File: src/rtl/nand_pkg.sv
// rtl/nand_pkg.sv - shared NAND controller opcodes, pin map and read-setup state type
package nand_pkg;

  localparam logic [7:0] CMD_READ1 = 8'h00;
  localparam logic [7:0] CMD_READ2 = 8'h30;

  localparam int CP_WE_N = 0;
  localparam int CP_CE_N = 1;
  localparam int CP_CLE  = 2;
  localparam int CP_ALE  = 3;
  localparam int CP_RE_N = 4;

  localparam logic [4:0] CPINS_IDLE = 5'b10011;

  typedef enum logic [2:0] {
    RS_IDLE,
    RS_XFER,
    RS_WAIT_WB,
    RS_WAIT_RB,
    RS_HANDOFF,
    RS_DONE
  } read_setup_state_t;

  typedef struct packed {
    logic       cle;
    logic       ale;
    logic [7:0] data;
  } bus_cycle_t;

  // RE# stays high for every state this block owns; the read sequencer drives it later.
  function automatic logic [4:0] cpins_word(input logic we_n, input logic ce_n,
                                            input logic cle, input logic ale);
    logic [4:0] w;
    w          = '0;
    w[CP_WE_N] = we_n;
    w[CP_CE_N] = ce_n;
    w[CP_CLE]  = cle;
    w[CP_ALE]  = ale;
    w[CP_RE_N] = 1'b1;
    return w;
  endfunction

  function automatic bus_cycle_t preamble_byte(input logic [2:0] idx,
                                               input logic [15:0] col,
                                               input logic [23:0] row);
    bus_cycle_t bc;
    bc = '{cle: 1'b0, ale: 1'b1, data: 8'h00};
    case (idx)
      3'd0:    bc = '{cle: 1'b1, ale: 1'b0, data: CMD_READ1};
      3'd1:    bc.data = col[7:0];
      3'd2:    bc.data = col[15:8];
      3'd3:    bc.data = row[7:0];
      3'd4:    bc.data = row[15:8];
      3'd5:    bc.data = row[23:16];
      3'd6:    bc = '{cle: 1'b1, ale: 1'b0, data: CMD_READ2};
      default: bc = '{cle: 1'b0, ale: 1'b0, data: 8'h00};
    endcase
    return bc;
  endfunction

endpackage

File: src/rtl/nand_read_setup_if.sv
// rtl/nand_read_setup_if.sv - host handshake and flash pin bundle for the page-read setup block
interface nand_read_setup_if;

  logic        start;
  logic [15:0] column_addr;
  logic [23:0] row_addr;
  logic        rb_n;
  logic        read_complete;
  logic [4:0]  CPINS;
  logic [7:0]  io_out;
  logic        io_oe;
  logic        read_start;
  logic        busy;
  logic        done;
  logic        error;

  modport master (
    output start, column_addr, row_addr, rb_n, read_complete,
    input  CPINS, io_out, io_oe, read_start, busy, done, error
  );

  modport slave (
    input  start, column_addr, row_addr, rb_n, read_complete,
    output CPINS, io_out, io_oe, read_start, busy, done, error
  );

endinterface

File: src/rtl/nand_rb_monitor.sv
// rtl/nand_rb_monitor.sv - R/B# two-flop synchronizer with busy-wait timeout counter
module nand_rb_monitor #(
  parameter int TIMEOUT_CYCLES = 65535
) (
  input  logic clk,
  input  logic rst,
  input  logic enable,
  input  logic clear,
  input  logic rb_n,
  output logic ready,
  output logic timeout
);

  localparam int CW = $clog2(TIMEOUT_CYCLES + 1);
  localparam logic [CW-1:0] LIMIT = CW'(TIMEOUT_CYCLES);

  logic          rb_meta;
  logic          rb_sync;
  logic [CW-1:0] cnt;
  logic [CW-1:0] cnt_inc;

  // cnt holds completed wait cycles, so cnt_inc counts the current one as well.
  assign cnt_inc = cnt + 1'b1;
  assign ready   = enable && rb_sync;
  assign timeout = enable && (cnt_inc == LIMIT);

  // Clearing forces the synchronizer to "busy" so a stale ready never short-cuts the wait.
  always_ff @(posedge clk or posedge rst) begin
    if (rst) begin
      rb_meta <= 1'b1;
      rb_sync <= 1'b1;
      cnt     <= '0;
    end else if (clear) begin
      rb_meta <= 1'b0;
      rb_sync <= 1'b0;
      cnt     <= '0;
    end else begin
      rb_meta <= rb_n;
      rb_sync <= rb_meta;
      if (enable && !timeout)
        cnt <= cnt_inc;
    end
  end

endmodule

File: src/rtl/nand_read_setup.sv
// rtl/nand_read_setup.sv - ONFI page-read preamble issuer handing the bus to the read sequencer
module nand_read_setup
  import nand_pkg::*;
#(
  parameter int TWB_CYCLES     = 4,
  parameter int TIMEOUT_CYCLES = 65535
) (
  input logic              clk,
  input logic              rst,
  nand_read_setup_if.slave bus
);

  localparam int WBW = $clog2(TWB_CYCLES + 1);
  localparam logic [WBW-1:0] WB_LAST = WBW'(TWB_CYCLES - 1);

  read_setup_state_t state;
  logic [2:0]        byte_idx;
  logic [1:0]        phase;
  logic [WBW-1:0]    wb_cnt;
  logic [15:0]       col_q;
  logic [23:0]       row_q;
  logic [4:0]        cpins;
  logic [7:0]        io_out;
  logic              io_oe;
  logic              read_start;
  logic              busy;
  logic              done;
  logic              error;
  logic              rb_en;
  logic              rb_clr;
  logic              rb_ready;
  logic              rb_timeout;
  bus_cycle_t        next_bc;

  assign rb_en   = (state == RS_WAIT_RB);
  assign rb_clr  = (state == RS_WAIT_WB);
  assign next_bc = preamble_byte(byte_idx + 3'd1, col_q, row_q);

  nand_rb_monitor #(
    .TIMEOUT_CYCLES(TIMEOUT_CYCLES)
  ) u_rb_monitor (
    .clk     (clk),
    .rst     (rst),
    .enable  (rb_en),
    .clear   (rb_clr),
    .rb_n    (bus.rb_n),
    .ready   (rb_ready),
    .timeout (rb_timeout)
  );

  // Pin outputs are loaded together with the state they belong to, so they change only on clk.
  always_ff @(posedge clk or posedge rst) begin
    if (rst) begin
      state      <= RS_IDLE;
      byte_idx   <= '0;
      phase      <= '0;
      wb_cnt     <= '0;
      col_q      <= '0;
      row_q      <= '0;
      cpins      <= CPINS_IDLE;
      io_out     <= '0;
      io_oe      <= 1'b0;
      read_start <= 1'b0;
      busy       <= 1'b0;
      done       <= 1'b0;
      error      <= 1'b0;
    end else begin
      done <= 1'b0;
      case (state)
        RS_IDLE: begin
          if (bus.start) begin
            state    <= RS_XFER;
            col_q    <= bus.column_addr;
            row_q    <= bus.row_addr;
            error    <= 1'b0;
            busy     <= 1'b1;
            byte_idx <= '0;
            phase    <= '0;
            cpins    <= cpins_word(1'b1, 1'b0, 1'b1, 1'b0);
            io_out   <= CMD_READ1;
            io_oe    <= 1'b1;
          end
        end
        RS_XFER: begin
          if (phase != 2'd3) begin
            phase          <= phase + 2'd1;
            // WE# low for phases 1 and 2, back high for phase 3
            cpins[CP_WE_N] <= (phase == 2'd2);
          end else if (byte_idx != 3'd6) begin
            byte_idx <= byte_idx + 3'd1;
            phase    <= '0;
            cpins    <= cpins_word(1'b1, 1'b0, next_bc.cle, next_bc.ale);
            io_out   <= next_bc.data;
          end else begin
            state  <= RS_WAIT_WB;
            wb_cnt <= '0;
            cpins  <= cpins_word(1'b1, 1'b0, 1'b0, 1'b0);
            io_out <= '0;
            io_oe  <= 1'b0;
          end
        end
        RS_WAIT_WB: begin
          if (wb_cnt == WB_LAST)
            state <= RS_WAIT_RB;
          else
            wb_cnt <= wb_cnt + 1'b1;
        end
        RS_WAIT_RB: begin
          if (rb_ready) begin
            state      <= RS_HANDOFF;
            read_start <= 1'b1;
          end else if (rb_timeout) begin
            state <= RS_IDLE;
            error <= 1'b1;
            busy  <= 1'b0;
            cpins <= CPINS_IDLE;
          end
        end
        RS_HANDOFF: begin
          if (bus.read_complete) begin
            state      <= RS_DONE;
            read_start <= 1'b0;
            done       <= 1'b1;
            cpins      <= CPINS_IDLE;
          end
        end
        RS_DONE: begin
          state <= RS_IDLE;
          busy  <= 1'b0;
        end
        default: begin
          state <= RS_IDLE;
          busy  <= 1'b0;
          cpins <= CPINS_IDLE;
          io_oe <= 1'b0;
        end
      endcase
    end
  end

  assign bus.CPINS      = cpins;
  assign bus.io_out     = io_out;
  assign bus.io_oe      = io_oe;
  assign bus.read_start = read_start;
  assign bus.busy       = busy;
  assign bus.done       = done;
  assign bus.error      = error;

endmodule

File: src/flat_wrapper.sv
// flat-port wrapper written by rule: the top's interface ports become plain ports
module nand_read_setup_flat import nand_pkg::*;
#(
  parameter int TWB_CYCLES     = 4,
  parameter int TIMEOUT_CYCLES = 65535
)
  (clk, rst, bus_start, bus_column_addr, bus_row_addr, bus_rb_n, bus_read_complete, bus_CPINS, bus_io_out, bus_io_oe, bus_read_start, bus_busy, bus_done, bus_error);
  nand_read_setup_if bus_i ();
  input logic clk;
  input logic rst;
  input wire logic [$bits(bus_i.start)-1:0] bus_start;
  input wire logic [$bits(bus_i.column_addr)-1:0] bus_column_addr;
  input wire logic [$bits(bus_i.row_addr)-1:0] bus_row_addr;
  input wire logic [$bits(bus_i.rb_n)-1:0] bus_rb_n;
  input wire logic [$bits(bus_i.read_complete)-1:0] bus_read_complete;
  output wire logic [$bits(bus_i.CPINS)-1:0] bus_CPINS;
  output wire logic [$bits(bus_i.io_out)-1:0] bus_io_out;
  output wire logic [$bits(bus_i.io_oe)-1:0] bus_io_oe;
  output wire logic [$bits(bus_i.read_start)-1:0] bus_read_start;
  output wire logic [$bits(bus_i.busy)-1:0] bus_busy;
  output wire logic [$bits(bus_i.done)-1:0] bus_done;
  output wire logic [$bits(bus_i.error)-1:0] bus_error;
  assign bus_i.start = bus_start;
  assign bus_i.column_addr = bus_column_addr;
  assign bus_i.row_addr = bus_row_addr;
  assign bus_i.rb_n = bus_rb_n;
  assign bus_i.read_complete = bus_read_complete;
  assign bus_CPINS = bus_i.CPINS;
  assign bus_io_out = bus_i.io_out;
  assign bus_io_oe = bus_i.io_oe;
  assign bus_read_start = bus_i.read_start;
  assign bus_busy = bus_i.busy;
  assign bus_done = bus_i.done;
  assign bus_error = bus_i.error;
  nand_read_setup #(.TWB_CYCLES(TWB_CYCLES), .TIMEOUT_CYCLES(TIMEOUT_CYCLES)) u_core (.clk(clk), .rst(rst), .bus(bus_i));
endmodule
File: config.mk
export PLATFORM = sky130hd
export DESIGN_NAME = nand_read_setup_flat
export DESIGN_NICKNAME = d
export VERILOG_FILES = /design/src/rtl/nand_pkg.sv /design/src/rtl/nand_read_setup_if.sv /design/src/rtl/nand_rb_monitor.sv /design/src/rtl/nand_read_setup.sv /design/src/flat_wrapper.sv
export SDC_FILE = /design/constraint.sdc
export NUM_CORES = 1
export LEC_CHECK = 0
export CAP_MARGIN = 40
export CELL_PAD_IN_SITES_DETAIL_PLACEMENT = 2
export CELL_PAD_IN_SITES_GLOBAL_PLACEMENT = 2
export CORE_MARGIN = 2
export CORE_UTILIZATION = 35
export CTS_CLUSTER_SIZE = 16
export DETAILED_ROUTE_END_ITERATION = 7
export PLACE_DENSITY_LB_ADDON = 0.1
export SETUP_SLACK_MARGIN = 0.3
export SYNTH_ARGS = -nofsm -noshare
export SYNTH_HDL_FRONTEND = slang
export SYNTH_SLANG_ARGS = --single-unit
File: constraint.sdc
create_clock -name clk -period 6.2 [get_ports clk]
set_input_delay 1.24 -clock clk [delete_from_list [all_inputs] [get_ports clk]]
set_output_delay 1.24 -clock clk [all_outputs]
set_load 0.02 [all_outputs]
; ---- Yosys cells after proc, flatten, opt, wreduce, memory -nomap -nowiden
; Index checks and enable logic that the tools add are counted.
[word_totals]
reg_bits = 87
in_bits = 45
elab_cells = 134
[op_classes]
n_addsub = 4
n_eq_ne = 28
muxes = 54
n_bitwise = 3
reduce_logical = 28
[ops]
columns = cell, n
row1 = case mux 8 bit (6 select lines), 1
row2 = two-way mux 3 bit, 13
row3 = two-way mux 16 bit, 2
row4 = case mux 5 bit (5 select lines), 1
row5 = two-way mux 8 bit, 3
row6 = two-way mux 5 bit, 4
row7 = AND reduction 4 bit, 5
row8 = "adder 16 x 1 -> 16 bit, second input constant", 1
row9 = "equality test 16 bit, second input constant", 1
row10 = "!= test 2 bit, second input constant", 8
row11 = case mux 8 bit (2 select lines), 1
row12 = "equality test 3 x 2 -> 1 bit, second input constant", 5
row13 = "equality test 3 bit, second input constant", 5
row14 = two-way mux 1 bit, 15
row15 = case mux 3 bit (5 select lines), 1
row16 = case mux 3 bit (2 select lines), 2
row17 = AND reduction 6 bit, 2
row18 = nonzero test 2 bit, 5
row19 = AND reduction 3 bit, 3
row20 = two-way mux 4 bit, 2
row21 = case mux 2 bit (2 select lines), 2
row22 = "adder 3 x 1 -> 3 bit, second input constant", 2
row23 = "equality test 3 x 1 -> 1 bit, second input constant", 2
row24 = zero test 3 bit, 2
row25 = 17 further kinds, 29

; ---- Longest topological paths before layout
[logic_depth]
ltp_word = 7
mapped_depth = 8
depth_no_buf = 8

; ---- Hierarchy
; A second synthesis with hierarchy kept.
[unflattened]
cells_unflattened = 377
area_unflattened_um2 = 4264.1
[by_module_without_submodules]
columns = mod, instances, cells_per_inst, area_each_um2
row1 = nand_read_setup, 1, 271, 3245.6
row2 = nand_rb_monitor, 1, 106, 1018.5

; ---- Worst setup path after synthesis
; Ideal clock, no wire load.
[synth_timing]
path_type = flip-flop to flip-flop
start = register u_core.u_rb_monitor.cnt[1]
end = register u_core.cpins[2] (netlist: u_core.bus.CPINS[2])
arrival_ns = 2.188
required_ns = 6.121
slack_ns = 3.933
path_stages_with_launch = 9
n_path_buf = 1
period_less_slack_ns = 2.267
path_cell_list = dfrtp_1 ha_1 clkbuf_1 nand3_1 nor4b_1 o21ai_1 a2111o_1 a21oi_2 mux2i_1
[synth_via]
elab_chain_cells = 5
[synth_rtl]
columns = item, line_no
row1 = start: declaration, nand_rb_monitor.sv:19  ; logic [CW-1:0] cnt;
row2 = start signal: assignment, nand_rb_monitor.sv:41  ; cnt <= cnt_inc;
row3 = adder 16 x 1 -> 16 bit, nand_rb_monitor.sv:23  ; assign cnt_inc = cnt + 1'b1;
row4 = equality test 16 bit, nand_rb_monitor.sv:25  ; assign timeout = enable && (cnt_inc == LIMIT);
row5 = logical AND 1 bit, nand_rb_monitor.sv:25
row6 = != test 2 x 1 -> 1 bit (no line), --
row7 = AND reduction 6 bit (no line), --
row8 = end signal: assignment, nand_read_setup.sv:79  ; cpins <= cpins_word(1'b1, 1'b0, 1'b1, 1'b0);
row9 = end signal: indexed assignment, nand_read_setup.sv:88  ; cpins[CP_WE_N] <= (phase == 2'd2);
row10 = end signal: assignment, nand_read_setup.sv:92  ; cpins <= cpins_word(1'b1, 1'b0, next_bc.cle, next_bc.ale);
row11 = end: declaration, nand_read_setup.sv:22  ; logic [4:0] cpins;
; Every way passes these cells.
; A chain may end at the register's enable or synchronous reset.

; ---- Worst setup path in the final report
[layout_timing]
start = input port bus_start
end = register u_core.io_out[6] (netlist: u_core.bus.io_out[6])
[layout_via]
elab_chain_cells = 2
[layout_rtl]
columns = item, line_no
row1 = start: declaration, flat_wrapper.sv:11  ; input wire logic [$bits(bus_i.start)-1:0] bus_start;
row2 = != test 2 bit (no line), --
row3 = AND reduction 3 bit (no line), --
row4 = end signal: assignment, nand_read_setup.sv:93  ; io_out <= next_bc.data;
row5 = end: declaration, nand_read_setup.sv:23  ; logic [7:0] io_out;
; Every way passes these cells.

==> summary by stage <==
Placed design
The post-placement worst setup slack is 2.83 ns. The half-perimeter wire length of the detailed placement result is 8970 um. During placement, the flow inserted port buffers numbering 61. The routability congestion estimate is 0.800.

Critical path
The setup path with the least slack is of type input port to register. The arrival time at the worst endpoint is 3.34 ns. The worst setup path is launched from an input port.

The number of buffers and inverters on the critical path is 2. The top fanout value on the critical path is 11. The worst setup path is captured at a register.

The delay of the slowest critical-path stage is 0.56 ns. The data required time at the worst endpoint is 6.49 ns. The signal on the critical path passes through clkdlybuf4s50_1 > inv_1 > o211ai_1 > nand2_1 > nor2_1 > a22o_1.

Among cell families on the critical path, the largest total delay comes from simple AND/OR/NAND/NOR gates. The master of the slowest instance on the critical path is sky130_fd_sc_hd__nor2_1.

Clock tree
The tree built by TritonCTS fans out to 86 sinks. The root buffer cell is sky130_fd_sc_hd__clkbuf_16. The post-cts gate resize count is 0.

For this design, the CTS-stage hold fixing added 0 buffers. The largest buffer count on any clock path is 2. TritonCTS built the clock tree.

The insertion delay to the later sink of the worst-skew pair is 0.35 ns. Once the clock tree was built, the setup fixing pass inserted 0 buffers. Clock-pin slew was measured on the worst setup and hold paths at 0.07 ns.

The number of clock buffers added by TritonCTS is 9. The H-tree was split into 3 levels.

Layout
The layout overhead on the synthesized area is 24.6%. Leaving out fill and tap cells, the most frequent cell in the layout is sky130_fd_sc_hd__nand2_1. For this run, the post-layout net count is 591.

The count of antenna diodes in the layout is 0. In the final layout, the multi-input gates occupy 1930 sq um. The area taken by flip-flops and latches is 2160 sq um. After filler insertion, the fill cell instance count of the layout stands at 1293. The library cells used most frequently in the layout, excluding fill and tap cells, are 160 x sky130_fd_sc_hd__nand2_1, 82 x sky130_fd_sc_hd__dfrtp_1, 61 x sky130_fd_sc_hd__clkdlybuf4s50_1. The fraction of layout cells with a size suffix above 1 is 0.0519.

Synthesis
The post-synthesis async set-or-reset flop share is 1.00. The xor and xnor fraction of the mapped netlist area is 0.00206. The sequential share of the synthesized area is 0.506. The number of synthesized flops with an enable pin is 0. The post-synth net total is 540. The distinct cell type count after synthesis is 54.

In the synthesized netlist the dominant register cell turns out to be sky130_fd_sc_hd__dfrtp_1. The fraction of synthesized area in multiplexers is 0.00998. The arithmetic-cell share of the synthesized area counting full adders, half adders and majority gates is 0.0323. The average cell area after synthesis is 8.80 sq um. After synthesis the cells add up to 4260 sq um. The Yosys step of the flow raised 0 warnings.

The largest family of logic cells by synthesized area is simple AND/OR/NAND/NOR gates. The flip-flop and latch count after synthesis is 86. The basic-gate share of the synthesized area counting and, or, nand and nor cells is 0.222.

The complex-gate fraction of the synthesized area is 0.187. The number of cells produced by synthesis is 484.

GRT
The number of global-route vias before repair is 4151. In the global route stage, overall resource usage came out at 0.215. The number of antenna violations at the first check in global routing is 0. The maximum number of pins on one net before global-route repair is 53. The first-pass GRT wire length is 21500 um. Global routing finished with a remaining overflow of 0.

Route
The post-detailed-routing wire length is 12700 um. After detailed routing, the average wire length per cell comes to 18.5 um. The remaining routing DRC violations is 0. The first routing iteration left 220 violations. In this run the remaining antenna-violating nets after routing total 0. The post-detailed-route via-to-cell ratio is 5.47. The first-pass detailed-route iteration total is 4. The routed layout has 3761 vias.

Timing
The highest clock frequency the design can meet is 328 MHz. The worst hold slack is 0.474 ns. In the finished design, the share of the clock period the worst path needs comes to 0.492.

The worst clock skew on the final layout is 0.00817 ns. The number of pins exceeding their max-slew limit in the final report is 0. The number of failing hold endpoints at the final stage is 0. Setup slack on the critical path of the routed design comes to 3.15 ns. For the pin with the worst max-slew slack, the measured transition is 0.824 ns. The setup TNS is 0 ns. The worst pin sits at a relative slew slack of 0.451. Setup repair after global routing left no endpoint under its margin.

The shortest period the worst path allows is 3.05 ns. Setup violations remaining at the end of the flow were counted as 0.

Die
The die is 114 um tall. The area of the die is 13100 sq um. 63 I/O pins were placed.

Row generation in the floorplan step produced 40 rows. The die boundary width is 114 um. The initial cell density of the core is 0.356. The core outline area is 12000 sq um.

Pwr
VDD sags by at most 145 uV. The total power density per cell area is 479 nW/um^2. The leakage power of the design is 2.37 nW.

Run
The total of max-cap violations is 0.

Worst hold path
The tightest min-delay check is of the register to register type.

Status
The run finished with clean final reports.
-- path summary, 6_finish.rpt --
check,start,endpoint,slack (ns),cells past startpoint
max,bus_start,u_core.bus.io_out[6],3.15,6
min,u_core.u_rb_monitor.rb_meta,u_core.u_rb_monitor.rb_sync,0.47,1
max reg2reg,u_core.state[0],u_core.bus.io_out[6],3.40,5
min reg2reg,u_core.u_rb_monitor.rb_meta,u_core.u_rb_monitor.rb_sync,0.47,1
max in group asynchronous,rst,u_core.row_q[6],3.80,3
min in group asynchronous,rst,u_core.row_q[3],1.28,2
-- registers in the layout, summed over array words and instances, names as in the netlist --
| signal | cells |
|---|---|
| u_core.col_q | 16 |
| u_core.bus.CPINS | 4 |
| u_core.bus.done | 1 |
| u_core.bus.io_oe | 1 |
| u_core.wb_cnt | 3 |
| u_core.byte_idx | 3 |
| u_core.u_rb_monitor.rb_sync | 1 |
| u_core.bus.busy | 1 |
| u_core.row_q | 24 |
| u_core.u_rb_monitor.cnt | 16 |
| u_core.bus.read_start | 1 |
| u_core.bus.error | 1 |
| u_core.u_rb_monitor.rb_meta | 1 |
| u_core.bus.io_out | 8 |
| u_core.state | 3 |
| u_core.phase | 2 |
-- Yosys cell counts (8+ instances only) --
cell / n / area share
sky130_fd_sc_hd__inv_1: 19 / 0.017
sky130_fd_sc_hd__nand3_1: 8 / 0.0094
sky130_fd_sc_hd__a22o_1: 13 / 0.027
sky130_fd_sc_hd__nand2_1: 160 / 0.14
sky130_fd_sc_hd__nor2_1: 18 / 0.016
sky130_fd_sc_hd__dfrtp_1: 82 / 0.48
sky130_fd_sc_hd__o21ai_0: 30 / 0.035
sky130_fd_sc_hd__clkbuf_1: 20 / 0.018
sky130_fd_sc_hd__ha_1: 11 / 0.032
sky130_fd_sc_hd__a21oi_1: 19 / 0.022
sky130_fd_sc_hd__nor3_1: 8 / 0.0094
-- power breakdown --
group | internal (mW) | switching [mW]
logic | 0.382 | 0.591
clock network | 0.363 | 0.226
registers | 0.783 | 0.199
total | 1.53 | 1.02
-- routing by layer --
metal  up-vias  routed length [um]  GRT usage
li1       1777                   -          -
met1      1916                5690      0.264
met2        57                6470      0.378
met3        11                 324     0.0318
met4         0                 246     0.0894
met5         -                   0          0
-- cell families (layout without fill, tap and decap cells) --
logic type      Yosys count  after routing
simple gates            221            221
compound gates          116            116
flops                    86             86
buf+inv                  44            100
fa+ha+maj                11             11
mux                       4              4
other cells               1              1
xor+xnor                  1              1
-- through the flow --
stage | cells | area [sq um] | util | power (mW)
3_3_place_gp | 670 | 4980 | 0.416 | 1.92
5_1_grt | 687 | 5310 | 0.444 | 2.74
4_1_cts | 687 | 5310 | 0.444 | 2.58
3_5_place_dp | 671 | 4990 | 0.417 | 1.98
2_1_floorplan | 484 | 4260 | - | 1.59
6_report | 687 | 5310 | 0.444 | 2.54
-- cell type report --
cell class                 count  area share
multi-input combinational    354       0.364
inverter                      19      0.0137
tap                          147      0.0346
clock buffer                  12      0.0464
sequential                    86       0.406
timing repair buffer          65       0.121
clock inverter                 4      0.0132
Note: power is estimated with default switching activity, not from simulation.
